--- src/rtl/fetch_execute_queue_pkg.sv ---
// -----------------------------------------------------------------------------
// fetch_execute_queue_pkg
//   Shared types for the fetch/execute decoupling queue.
//   - XLEN              : width of every fetch packet field
//   - word_t            : one XLEN-bit machine word
//   - fetch_packet_t    : packed {pc, instr, npc, prediction}
//   - FETCH_QUEUE_DEPTH : default queue depth (power of two, >= 2)
// -----------------------------------------------------------------------------
package fetch_execute_queue_pkg;

    localparam int XLEN              = 32;
    localparam int FETCH_QUEUE_DEPTH = 4;

    typedef logic [XLEN-1:0] word_t;

    typedef struct packed {
        word_t pc;
        word_t instr;
        word_t npc;
        word_t prediction;
    } fetch_packet_t;

endpackage : fetch_execute_queue_pkg

--- src/rtl/fetch_execute_queue_if.sv ---
// -----------------------------------------------------------------------------
// fetch_execute_queue_if
//   Fetch-side and execute-side handshake bundle around the decoupling queue.
//   Handshake: a transfer happens on a rising edge where valid and ready are
//   both 1. f_ready depends only on queue occupancy; the producer must hold
//   f_* stable while f_valid=1 and f_ready=0. e_* are only meaningful while
//   e_valid=1 (they read as zero otherwise).
//   Modports:
//     master : the pipeline stages (drive f_* and e_ready, observe the rest)
//     slave  : the queue (accepts f_*, presents e_*)
// -----------------------------------------------------------------------------
interface fetch_execute_queue_if;
    import fetch_execute_queue_pkg::*;

    // fetch side
    logic  f_valid;
    logic  f_ready;
    word_t f_pc;
    word_t f_instr;
    word_t f_npc;
    word_t f_prediction;

    // execute side
    logic  e_valid;
    logic  e_ready;
    word_t e_pc;
    word_t e_instr;
    word_t e_npc;
    word_t e_prediction;

    modport master (
        output f_valid, f_pc, f_instr, f_npc, f_prediction, e_ready,
        input  f_ready, e_valid, e_pc, e_instr, e_npc, e_prediction
    );

    modport slave (
        input  f_valid, f_pc, f_instr, f_npc, f_prediction, e_ready,
        output f_ready, e_valid, e_pc, e_instr, e_npc, e_prediction
    );

endinterface : fetch_execute_queue_if

--- src/rtl/fetch_execute_queue_fifo_ctrl.sv ---
// -----------------------------------------------------------------------------
// fetch_execute_queue_fifo_ctrl
//   Generic pointer/occupancy controller for a DEPTH-entry circular FIFO.
//   Ports:
//     clk_i, rst_ni   : clock (rising edge), asynchronous active-low reset
//     flush_i         : clear pointers and count; overrides push/pop
//     push_i, pop_i   : raw requests (gated here by full/empty)
//     wr_en_o         : the storage should capture the write data this edge
//     wr_ptr_o        : slot to write
//     rd_ptr_o        : slot at the head
//     count_o         : occupied entries, 0..DEPTH
//     full_o, empty_o : derived from count only
// -----------------------------------------------------------------------------
module fetch_execute_queue_fifo_ctrl #(
    parameter  int DEPTH = 4,
    localparam int PTR_W = $clog2(DEPTH),
    localparam int CNT_W = PTR_W + 1
) (
    input  logic             clk_i,
    input  logic             rst_ni,
    input  logic             flush_i,
    input  logic             push_i,
    input  logic             pop_i,
    output logic             wr_en_o,
    output logic [PTR_W-1:0] wr_ptr_o,
    output logic [PTR_W-1:0] rd_ptr_o,
    output logic [CNT_W-1:0] count_o,
    output logic             full_o,
    output logic             empty_o
);

    logic [PTR_W-1:0] wr_ptr_q, wr_ptr_d;
    logic [PTR_W-1:0] rd_ptr_q, rd_ptr_d;
    logic [CNT_W-1:0] count_q, count_d;
    logic             push_ok;
    logic             pop_ok;

    assign full_o  = (count_q == CNT_W'(DEPTH));
    assign empty_o = (count_q == '0);

    // Full refuses a push even if a pop frees a slot in the same cycle, so
    // f_ready never depends on the consumer.
    assign push_ok = push_i & ~full_o & ~flush_i;
    assign pop_ok  = pop_i  & ~empty_o & ~flush_i;
    assign wr_en_o = push_ok;

    always_comb begin
        wr_ptr_d = wr_ptr_q;
        rd_ptr_d = rd_ptr_q;
        count_d  = count_q;
        if (flush_i) begin
            wr_ptr_d = '0;
            rd_ptr_d = '0;
            count_d  = '0;
        end else begin
            // DEPTH is a power of two, so the pointers wrap by overflow.
            if (push_ok) wr_ptr_d = wr_ptr_q + PTR_W'(1);
            if (pop_ok)  rd_ptr_d = rd_ptr_q + PTR_W'(1);
            case ({push_ok, pop_ok})
                2'b10:   count_d = count_q + CNT_W'(1);
                2'b01:   count_d = count_q - CNT_W'(1);
                default: count_d = count_q;
            endcase
        end
    end

    always_ff @(posedge clk_i or negedge rst_ni) begin
        if (!rst_ni) begin
            wr_ptr_q <= '0;
            rd_ptr_q <= '0;
            count_q  <= '0;
        end else begin
            wr_ptr_q <= wr_ptr_d;
            rd_ptr_q <= rd_ptr_d;
            count_q  <= count_d;
        end
    end

    assign wr_ptr_o = wr_ptr_q;
    assign rd_ptr_o = rd_ptr_q;
    assign count_o  = count_q;

endmodule : fetch_execute_queue_fifo_ctrl

--- src/rtl/fetch_execute_queue.sv ---
// -----------------------------------------------------------------------------
// fetch_execute_queue
//   DEPTH-entry decoupling FIFO of fetch packets between fetch and execute.
//   A packet pushed on edge N appears on e_* after edge N (no bypass).
//   Ports:
//     CLK   : clock, rising edge
//     nRST  : asynchronous active-low reset (empties the queue)
//     flush : discard every entry on this edge; push/pop in the cycle ignored
//     fe    : fetch/execute handshake bundle (slave side)
//     count : occupied entries, 0..DEPTH
// -----------------------------------------------------------------------------
module fetch_execute_queue
    import fetch_execute_queue_pkg::*;
#(
    parameter int DEPTH = FETCH_QUEUE_DEPTH
) (
    input  logic                    CLK,
    input  logic                    nRST,
    input  logic                    flush,
    fetch_execute_queue_if.slave    fe,
    output logic [$clog2(DEPTH):0]  count
);

    localparam int PTR_W = $clog2(DEPTH);

    fetch_packet_t    mem_q [DEPTH];
    fetch_packet_t    head;
    logic             wr_en;
    logic [PTR_W-1:0] wr_ptr;
    logic [PTR_W-1:0] rd_ptr;
    logic             full;
    logic             empty;

    fetch_execute_queue_fifo_ctrl #(
        .DEPTH (DEPTH)
    ) u_ctrl (
        .clk_i    (CLK),
        .rst_ni   (nRST),
        .flush_i  (flush),
        .push_i   (fe.f_valid),
        .pop_i    (fe.e_ready),
        .wr_en_o  (wr_en),
        .wr_ptr_o (wr_ptr),
        .rd_ptr_o (rd_ptr),
        .count_o  (count),
        .full_o   (full),
        .empty_o  (empty)
    );

    // Storage carries no reset; occupancy alone decides what is visible.
    always_ff @(posedge CLK) begin
        if (wr_en) begin
            mem_q[wr_ptr] <= '{pc:         fe.f_pc,
                               instr:      fe.f_instr,
                               npc:        fe.f_npc,
                               prediction: fe.f_prediction};
        end
    end

    // Zero the head when empty so stale storage never leaks onto e_*.
    assign head = empty ? '0 : mem_q[rd_ptr];

    assign fe.f_ready      = ~full;
    assign fe.e_valid      = ~empty;
    assign fe.e_pc         = head.pc;
    assign fe.e_instr      = head.instr;
    assign fe.e_npc        = head.npc;
    assign fe.e_prediction = head.prediction;

endmodule : fetch_execute_queue

--- src/flat_wrapper.sv ---
// flat-port wrapper written by rule: the top's interface ports become plain ports
module fetch_execute_queue_flat import fetch_execute_queue_pkg::*;
#(
    parameter int DEPTH = FETCH_QUEUE_DEPTH
)
  (CLK, nRST, flush, count, fe_f_valid, fe_f_pc, fe_f_instr, fe_f_npc, fe_f_prediction, fe_e_ready, fe_f_ready, fe_e_valid, fe_e_pc, fe_e_instr, fe_e_npc, fe_e_prediction);
  fetch_execute_queue_if fe_i ();
  input  logic CLK;
  input  logic nRST;
  input  logic flush;
  output logic [$clog2(DEPTH):0] count;
  input wire logic [$bits(fe_i.f_valid)-1:0] fe_f_valid;
  input wire logic [$bits(fe_i.f_pc)-1:0] fe_f_pc;
  input wire logic [$bits(fe_i.f_instr)-1:0] fe_f_instr;
  input wire logic [$bits(fe_i.f_npc)-1:0] fe_f_npc;
  input wire logic [$bits(fe_i.f_prediction)-1:0] fe_f_prediction;
  input wire logic [$bits(fe_i.e_ready)-1:0] fe_e_ready;
  output wire logic [$bits(fe_i.f_ready)-1:0] fe_f_ready;
  output wire logic [$bits(fe_i.e_valid)-1:0] fe_e_valid;
  output wire logic [$bits(fe_i.e_pc)-1:0] fe_e_pc;
  output wire logic [$bits(fe_i.e_instr)-1:0] fe_e_instr;
  output wire logic [$bits(fe_i.e_npc)-1:0] fe_e_npc;
  output wire logic [$bits(fe_i.e_prediction)-1:0] fe_e_prediction;
  assign fe_i.f_valid = fe_f_valid;
  assign fe_i.f_pc = fe_f_pc;
  assign fe_i.f_instr = fe_f_instr;
  assign fe_i.f_npc = fe_f_npc;
  assign fe_i.f_prediction = fe_f_prediction;
  assign fe_i.e_ready = fe_e_ready;
  assign fe_f_ready = fe_i.f_ready;
  assign fe_e_valid = fe_i.e_valid;
  assign fe_e_pc = fe_i.e_pc;
  assign fe_e_instr = fe_i.e_instr;
  assign fe_e_npc = fe_i.e_npc;
  assign fe_e_prediction = fe_i.e_prediction;
  fetch_execute_queue #(.DEPTH(DEPTH)) u_core (.CLK(CLK), .nRST(nRST), .flush(flush), .fe(fe_i), .count(count));
endmodule
--- config.mk ---
export PLATFORM = sky130hd
export DESIGN_NAME = fetch_execute_queue_flat
export DESIGN_NICKNAME = d
export VERILOG_FILES = /design/src/rtl/fetch_execute_queue_pkg.sv /design/src/rtl/fetch_execute_queue_if.sv /design/src/rtl/fetch_execute_queue_fifo_ctrl.sv /design/src/rtl/fetch_execute_queue.sv /design/src/flat_wrapper.sv
export SDC_FILE = /design/constraint.sdc
export NUM_CORES = 1
export LEC_CHECK = 0
export CAP_MARGIN = 20
export CELL_PAD_IN_SITES_DETAIL_PLACEMENT = 1
export CELL_PAD_IN_SITES_GLOBAL_PLACEMENT = 2
export CORE_UTILIZATION = 41
export DETAILED_ROUTE_END_ITERATION = 10
export GPL_TIMING_DRIVEN = 0
export HOLD_SLACK_MARGIN = 0.15
export PLACE_DENSITY = 0.81
export SLEW_MARGIN = 10
export SYNTH_ARGS = -nofsm -noshare
export SYNTH_HDL_FRONTEND = slang
export SYNTH_HIERARCHICAL = 1
export SYNTH_SLANG_ARGS = --single-unit
--- constraint.sdc ---
create_clock -name CLK -period 15.9 [get_ports CLK]
set_input_delay 4.77 -clock CLK [delete_from_list [all_inputs] [get_ports CLK]]
set_output_delay 4.77 -clock CLK [all_outputs]
set_load 0.005 [all_outputs]
==> results_dict.tcl <==
set metrics [dict create \
    core_region_area_mm2 0.0478 \
    portBuffers 265 \
    synth_compound_area_share_pct 4.54 \
    status "complete, no violations" \
    synthSimpleGateAreaFrac_pct 0.741 \
    crit_path_end "fe_e_npc[26]" \
    crit_arrival_ps 3610 \
    ys_warn_count 6 \
    detail_route.vias_per_cell 5.29 \
    utilization_pct 53.2 \
    fin_worst_hold_slack_ps 602 \
    drt_iter0_drc 701 \
    diodes 0 \
    synth_mux_area_share_pct 13.0 \
    cts_resized 0 \
    grt_max_degree 49 \
    initial_core_util_pct 41.6 \
    r2r_slack_ps 12760 \
    clockBufferDepth 3 \
    final_cells 2022 \
    pwr-share-seq_pct 48.4 \
    ys_top_cells_by_area "edfxtp_1 77%, mux2i_1 13%, o22ai_1 4.0%" \
    ir_worst_vdd_mv 0.0997 \
    stdcell_area_mm2 0.0255 \
    max_stage_delay_ps 630 \
    tritoncts "yes" \
    syn_nets 1150 \
    async_flop_share_pct 1.35 \
    synth-edff-count 512 \
    pre_cts_slack_ps 8040 \
    drive_gt1_share_pct 11.7 \
    drcViolationCount 0 \
    dieArea_mm2 0.0495 \
    postCtsSetupBuffers 0 \
    clkPwrFrac_pct 38.2 \
    p_switching_uw 722 \
    drv_slew 0 \
    powerDensity_mw_per_mm2 126 \
    slew_headroom_pct 42.8 \
    antenna_found_initial 4 \
    avgSynthCellArea_um2 19.6 \
    dp_hpwl_um 30800 \
    dr.pass1.iters 4 \
    netlist.area_leader.share_pct 77.2 \
    pwr-share-comb_pct 13.4 \
    cp-end-kind "primary output" \
    drv_cap 0 \
    synth_seq_cells 519 \
    cp-startpoint "u_core/u_ctrl/count_o[0]" \
    h-tree-depth 2 \
    insertion_delay_ps 610 \
    cp_max_fo 10 \
    cts.root.buffer_cell "clkbuf_16" \
    ioPinCount 266 \
    synth_common_cells "512 x edfxtp_1, 257 x mux2i_1, 128 x o22ai_1" \
    vias 10687 \
    synth-main-ff-cell "edfxtp_1" \
    grt-ovfl-total 0 \
    clkSinkCount 519 \
    yosysMostFrequentCell "edfxtp_1" \
    syn2layout_area_growth_pct 27.8 \
    reg2reg_from "u_core/u_ctrl/count_o[1]" \
    total_power_mw 3.21 \
    clkTransAtPathRegs_ps 60 \
    switching_share_pct 22.5 \
    r2r_end "u_core/mem_q[0][33]" \
    antenna_left 0 \
    globalplace.congestion 0.745 \
    num-nets-final 1498 \
    critPathLaunchType "flip-flop" \
    yosys.area.top_type "edfxtp_1" \
    drt_wl_total_um 47900 \
    leakagePower_nw 8.00 \
    synthCells 1016 \
    synthesis.area_mm2 0.0199 \
    path_cells "buf_2 -> nor3_1 -> nand2b_1 -> buf_2 -> clkbuf_1 -> o22ai_1 -> clkdlybuf4s50_1" \
    synth-adder-area-share_pct 0.101 \
    finalCritPeriodShare_pct 52.7 \
    r2r_cells 9 \
    internal-power_mw 2.49 \
    hold_class "flip-flop to flip-flop" \
    clock.fmax_mhz 119 \
    setup_tns_ps 0 \
    rsz0062_at_grt "no" \
    worstPathRequired_ps 11130 \
    dp_cells 1923 \
    first_global_vias 11380 \
    die_x_um 222 \
    cp_common_cell "buf_2" \
    seq_area_frac_synth_pct 78.1 \
    ys_types 43 \
    skew_ps 27.1 \
    worst_pin_slew_ps 858 \
    die_y_um 222 \
    critPathSlowestCell "clkbuf_1" \
    hold_buffers 0 \
    layout_setup_ws_ps 7520 \
    synth_top_family_by_area "multiplexers" \
    placed_area_mm2 0.0237 \
    track_usage_pct 19.2 \
    setup_viol 0 \
    rows 80 \
    synthXorXnorAreaFrac_pct 0.132 \
    finalHoldViolCount 0 \
    cts_buffers 54 \
    crit_type "flip-flop to primary output" \
    wl_per_cell_um 23.7 \
    grt_pass1_wl_um 70900 \
    min_period_ps 8380 \
]
per-layer routing:
| metal | vias up | part of all wire [%] | track usage [%] |
|---|---|---|---|
| met5 | - | 0.084 | 0 |
| met4 | 6 | 1.6 | 5.09 |
| met3 | 64 | 5.6 | 3.93 |
| met2 | 246 | 50 | 33.0 |
| met1 | 5545 | 42 | 24.8 |
| li1 | 4826 | - | - |
sequential cells by signal, summed over array words and instances (netlist names):
name / flops
u_core/u_ctrl/wr_ptr_o: 2
u_core/u_ctrl/rd_ptr_o: 2
u_core/mem_q: 512
u_core/u_ctrl/count_o: 3
worst min path at each step:
stage               depth (start not counted)  slack (ps)                   endpoint                       from
detailed placement                          2         590  u_core/u_ctrl/rd_ptr_o[0]  u_core/u_ctrl/rd_ptr_o[0]
global route                                2         680  u_core/u_ctrl/rd_ptr_o[0]  u_core/u_ctrl/rd_ptr_o[0]
global placement                            2         550  u_core/u_ctrl/rd_ptr_o[1]  u_core/u_ctrl/rd_ptr_o[1]
CTS                                         2         610  u_core/u_ctrl/rd_ptr_o[0]  u_core/u_ctrl/rd_ptr_o[0]
floorplan                                   2         530  u_core/u_ctrl/rd_ptr_o[1]  u_core/u_ctrl/rd_ptr_o[1]
finish                                      2         600  u_core/u_ctrl/rd_ptr_o[0]  u_core/u_ctrl/rd_ptr_o[0]
power groups by stage:
stage               logic [mW]  registers (mW)  clock network (mW)
detailed placement       0.436            1.58                   0
floorplan                0.214            1.59                   0
finish                   0.431            1.55                1.23
global placement         0.420            1.60                   0
global route             0.458            1.55                1.30
CTS                      0.439            1.55                1.26
layout make-up:
| cell class | count | area (µm²) |
|---|---|---|
| Clock buffer | 69 | 1410 |
| Clock inverter | 30 | 308 |
| Buffer | 62 | 652 |
| Multi-Input combinational cell | 429 | 3710 |
| Fill cell | 4341 | 22400 |
| Inverter | 6 | 23.8 |
| Tap cell | 615 | 769 |
| Sequential cell | 519 | 15500 |
| Timing Repair Buffer | 292 | 3030 |
cells in the final DEF, fill, tap and decap left out, drive strengths merged, types with 3 or more instances in the layout:
| master | count |
|---|---|
| edfxtp | 512 |
| inv | 7 |
| clkinv | 22 |
| dfrtp | 7 |
| mux2i | 257 |
| buf | 84 |
| o22ai | 128 |
| nand3 | 3 |
| clkbuf | 74 |
| bufinv | 6 |
| nor2 | 5 |
| clkdlybuf4s50 | 265 |
worst max-delay path, delay by kind of cell, from the launching register on:
family	cells	cell delay [ps]
buf+inv	4	1720
simple gates	2	570
flops	1	440
compound gates	1	250
kinds of logic (layout without fill, tap and decap cells):
logic type	after synthesis	after routing
mux	259	259
buf+inv	68	459
simple gates	24	24
fa+ha+maj	1	1
xor+xnor	3	3
flops	519	519
compound gates	142	142
No activity file was read; power rests on OpenSTA's default activity.
